$ cat config.mk
export PLATFORM = sky130hd
export DESIGN_NAME = btn_press_decoder
export DESIGN_NICKNAME = d
export VERILOG_FILES = /design/src/rtl/btn_press_decoder.sv
export SDC_FILE = /design/constraint.sdc
export NUM_CORES = 1
export LEC_CHECK = 0
export ABC_AREA = 1
export CORE_ASPECT_RATIO = 0.7
export CORE_MARGIN = 2
export CORE_UTILIZATION = 43
export CTS_BUF_LIST = sky130_fd_sc_hd__clkbuf_16
export DETAILED_ROUTE_END_ITERATION = 7
export DONT_BUFFER_PORTS = 1
export PLACE_DENSITY = 0.58
export SETUP_SLACK_MARGIN = 0.05
export SYNTH_ARGS = -nofsm -noshare
export SYNTH_HDL_FRONTEND = slang
export SYNTH_SLANG_ARGS = --single-unit
$ cat constraint.sdc
create_clock -name clk -period 1.61 [get_ports clk]
set_input_delay 0.322 -clock clk [delete_from_list [all_inputs] [get_ports clk]]
set_output_delay 0.322 -clock clk [all_outputs]
set_load 0.02 [all_outputs]
$ cat src/rtl/btn_press_decoder.sv
// btn_press_decoder: turns a debounced button level into one-cycle short/long/double-click pulses.
// Double-click detection (WAIT_GAP/PRESS2) is compiled in only when BTN_DOUBLE_EN is defined.
module btn_press_decoder #(
  parameter int CNT_BW     = 11,
  parameter int LONG_TICKS = 1000,
  parameter int GAP_TICKS  = 300
) (
  input  logic       clk,
  input  logic       aclr,
  input  logic       btn,
  output logic       short_pulse,
  output logic       long_pulse,
  output logic       double_pulse,
  output logic [3:0] event_cnt,
  output logic       busy
);
  typedef enum logic [2:0] {IDLE, PRESS, WAIT_GAP, PRESS2, HOLD} state_t;
  localparam logic [CNT_BW-1:0] L_LAST = CNT_BW'(LONG_TICKS - 1);
`ifdef BTN_DOUBLE_EN
  localparam logic [CNT_BW-1:0] G_LAST = CNT_BW'(GAP_TICKS - 1);
`else
  logic w_unused_gap;
  assign w_unused_gap = ^GAP_TICKS;
`endif
  state_t            r_state, w_next;
  logic [CNT_BW-1:0] r_timer;
  logic              w_short, w_long, w_double, w_inc;
  always_ff @(posedge clk or negedge aclr) begin
    if (!aclr) begin
      r_state      <= IDLE;
      r_timer      <= '0;
      short_pulse  <= 1'b0;
      long_pulse   <= 1'b0;
      double_pulse <= 1'b0;
      event_cnt    <= '0;
      busy         <= 1'b0;
    end else begin
      r_state      <= w_next;
      r_timer      <= w_inc ? r_timer + 1'b1 : '0;
      short_pulse  <= w_short;
      long_pulse   <= w_long;
      double_pulse <= w_double;
      event_cnt    <= event_cnt + 4'(w_short | w_long | w_double);
      busy         <= w_next != IDLE;
    end
  end
  always_comb begin
    w_next = r_state;
    case (r_state)
      IDLE:     w_next = btn ? PRESS : IDLE;
`ifdef BTN_DOUBLE_EN
      PRESS:    w_next = !btn ? WAIT_GAP : (r_timer == L_LAST) ? HOLD : PRESS;
      WAIT_GAP: w_next = btn ? PRESS2 : (r_timer == G_LAST) ? IDLE : WAIT_GAP;
      PRESS2:   w_next = !btn ? IDLE : (r_timer == L_LAST) ? HOLD : PRESS2;
`else
      PRESS:    w_next = !btn ? IDLE : (r_timer == L_LAST) ? HOLD : PRESS;
`endif
      HOLD:     w_next = btn ? HOLD : IDLE;
      default:  w_next = IDLE;
    endcase
  end
  // The timer only runs while staying in a timed state, so every state entry sees it at 0.
  always_comb begin
    w_short  = 1'b0;
    w_long   = 1'b0;
    w_double = 1'b0;
    w_inc    = 1'b0;
    case (r_state)
      PRESS: begin
        w_long = btn && r_timer == L_LAST;
        w_inc  = btn && r_timer != L_LAST;
`ifndef BTN_DOUBLE_EN
        w_short = !btn;
`endif
      end
`ifdef BTN_DOUBLE_EN
      WAIT_GAP: begin
        w_short = !btn && r_timer == G_LAST;
        w_inc   = !btn && r_timer != G_LAST;
      end
      PRESS2: begin
        w_double = !btn || r_timer == L_LAST;
        w_inc    = btn && r_timer != L_LAST;
      end
`endif
      default: w_inc = 1'b0;
    endcase
  end
endmodule

==> key figures <==
Synthesis
  – Synthesized area per cell: 8.544 um^2
  – Post-synthesis cell count: 111
  – Seq cells post-synth: 20
  – Yosys warnings: 0
  – Seq/Total Area, Yosys: 52.77%
  – Syn_nets: 117
  – Count of cell types in the netlist: 21
  – Mapped Area: 948.4 um^2

STA
  – RSZ-0062 raised after global routing: yes
  – FMAX: 634.3 MHz
  – Tmin final: 1.577 ns
  – Final Slew Violations: 0
  – Clock skew: 0.001643 ns
  – Final setup viols: 0
  – Period utilisation layout: 97.92%
  – Worst slew pin tran: 0.8803 ns
  – Rel. slew slack: 41.12%
  – Final setup TNS: 0 ns
  – Final Hold Vio Count: 0

Die
  – Die width: 60.13 um
  – Io pins: 11
  – Die height: 43.29 um
  – Die area: 0.002603 mm^2
  – Initial Util: 44.75%
  – CORE AREA: 0.002120 mm^2
  – Row cnt: 14

Worst setup path
  – Reg-to-Reg Start: r_timer[1]
  – WP data arrival: 1.70 ns
  – CP max stage cell: dfrtp_1
  – Crit end category: flop
  – Crit path top cell by count: nand2_2
  – Delay-heaviest family, CP: adder cells
  – Worst-path cell chain: ha_2, nand2_2, inv_2, nand2_2, nor2_2, nand3b_1, nand2_2, ha_4, ha_4, xor2_1
  – CP peak stage delay: 0.39 ns
  – Crit path buf inv count: 1
  – Reg2reg setup slack: 0.03 ns
  – Worst Path Required: 1.73 ns
  – Setup crit start kind: flop
  – Crit path kind: flop to flop
  – Worst r2r path cells: 10
  – Max Fanout on Critical Path: 2
  – Reg2reg end: event_cnt[2]

Placement
  – DP Area: 0.001027 mm^2
  – Detail Placement HPWL: 1281 um
  – Post-placement cell count: 148
  – IO buf count: 0
  – Routability cong.: 0.7721

Power and ir drop
  – P_leak: 0.6157 nW
  – Internal power: 0.0009513 W
  – Reg power frac: 53.4%
  – Net Sw Power: 0.0003619 W
  – Switching share of power: 27.56%
  – Logic gate share of total power: 8.5%
  – Clock power frac: 38.1%
  – Cell Pwr Density: 1062 mW/mm^2
  – Power Total: 0.001313 W
  – Peak supply drop: 0.001006 V

Final layout
  – Core Util, Final: 58.32%
  – Filler Cells Inserted: 187
  – Non-Filler Instances: 164
  – Post-synthesis to final-layout area growth: 30.34%
  – Antenna diodes: 0
  – Fin area: 0.001236 mm^2
  – Share of post-route cells with drive strength above 1: 25.76%
  – Final net count: 139

Hold path
  – HP Start: btn
  – Hold Path Stages: 1
  – Worst Hold Endpoint: short_pulse
  – HP Class: input pin to flop

Global routing
  – Global-route wire length before repair: 2953 um
  – Initial antenna violation count: 0
  – All-Layer GR Usage: 16.49%
  – Global route total overflow: 0
  – Largest net degree at the start of global routing: 21
  – Vias in the first global route: 653

Route
  – First-pass detailed-route iteration total: 4
  – Antenna-violating nets left: 0
  – DRC: 0
  – Via density: 4.512
  – Routed length per instance: 11.16 um
  – Via count: 740
  – Initial DRC Count: 16
  – Final wirelength: 1830 um

Clocking
  – CTS Buf Count: 3
  – Clock sink count: 20
  – CTS max path bufs: 2
  – Later-pin clock latency in the skew report: 0.25 ns
  – CTS tree: yes
  – Clock Tree Root: clkbuf_16
  – H-tree levels: 1
  – Worst-path clk slew: 0.05 ns

Run
  – Max Cap Viol: 0

Outcome
  – Status: completed
-- cells by family after synthesis --
kind of cell / Yosys count / share of synthesized area [%]
AO/OA/AOI/OAI: 4 / 2.770
XOR/XNOR: 5 / 4.618
adder cells (fa/ha/maj): 3 / 3.958
buffers and inverters: 18 / 8.312
flip-flops: 20 / 52.77
other: 1 / 0.3954
AND/OR/NAND/NOR: 60 / 27.18
-- synth_stat cells (all sizes together) --
cell type | n | area share [%]
nand3 | 6 | 3.2
nor2 | 20 | 9.0
a21oi | 1 | 0.53
conb | 1 | 0.40
o21bai | 1 | 0.79
nor3 | 1 | 0.53
nand4 | 3 | 2.0
xnor2 | 3 | 2.8
nand2 | 29 | 12
buf | 2 | 2.0
inv | 16 | 6.3
dfrtp | 20 | 53
o21ai | 2 | 1.5
ha | 3 | 4.0
nand3b | 1 | 0.79
xor2 | 2 | 1.8
-- how the worst max path moves through the flow --
stage | slack (ns) | cells past startpoint | start | to
global route | -0.05 | 10 | r_timer[1] | event_cnt[2]
floorplan | -0.02 | 10 | r_timer[0] | event_cnt[2]
detailed placement | -0.01 | 10 | r_timer[1] | event_cnt[2]
finish | 0.03 | 10 | r_timer[1] | event_cnt[2]
CTS | 0.04 | 10 | r_timer[0] | event_cnt[2]
global placement | 0.04 | 10 | r_timer[1] | event_cnt[2]
-- power groups by stage --
stage	Sequential (W)	Clock, W	Combinational, W
6_report	0.000702	0.000500	0.000112
2_1_floorplan	0.000678	0	0.0000580
5_1_grt	0.000708	0.000539	0.000127
3_5_place_dp	0.000691	0	0.0000803
4_1_cts	0.000702	0.000510	0.000111
3_3_place_gp	0.000690	0	0.0000686
-- layer usage --
metal	track usage, %	up-vias	share of wire, %
met1	22.29	342	48
met5	0	-	0
li1	-	379	-
met2	23.91	17	45
met4	5.333	0	0.98
met3	6.707	2	5.5
-- repair_timing --
action                                 4_1_cts  5_1_grt
pin swaps                                    4        4
endpoints found under the hold margin       20        0
gates resized for setup                      8        1
hold buffers                                 1        0
setup endpoints to repair                    3        5
buffers inserted                             7        5
-- worst register-to-register path: cells and delay by family, from the launching register on --
family / cells / cell delay, ns
DFF: 1 / 0.39
adders and majority gates: 3 / 0.53
buffers and inverters: 1 / 0.04
and+or+nand+nor: 5 / 0.37
xor gates and xnor gates: 1 / 0.13
-- cell usage in the layout, fill, tap and decap left out, types with 2 or more instances in the layout --
cell and n:
buf_4 18, clkbuf_16 3, dfrtp_1 20, ha_4 2
inv_1 15, nand2_1 26, nand2_2 3, nand3_1 5
nand4_1 3, nor2_1 16, nor2_2 3, xnor2_1 3
xor2_1 2
-- final cells by class --
cell class / count / area (um^2) / area share [%]
timing repair buffer: 19 / 145.1 / 11.74
sequential: 20 / 500.5 / 40.49
multi-input combinational: 73 / 411.6 / 33.30
tap: 32 / 40.04 / 3.239
clock inverter: 1 / 3.754 / 0.3036
clock buffer: 3 / 75.07 / 6.073
inverter: 16 / 60.06 / 4.858
-- per-stage QoR --
stage	hold slack [ns]	setup slack, ns
after floorplan	0.02641	-0.01929
after global placement	0.02691	0.03844
after detailed placement	0.02688	-0.01047
after CTS	0.1672	0.04060
after global routing	0.1692	-0.04883
final	0.1729	0.03350
-- state kept, by name (all words and copies together) (netlist names) --
register     count
busy             1
event_cnt        4
long_pulse       1
r_state          2
r_timer         11
short_pulse      1
Power figures use the tool's default switching activity.
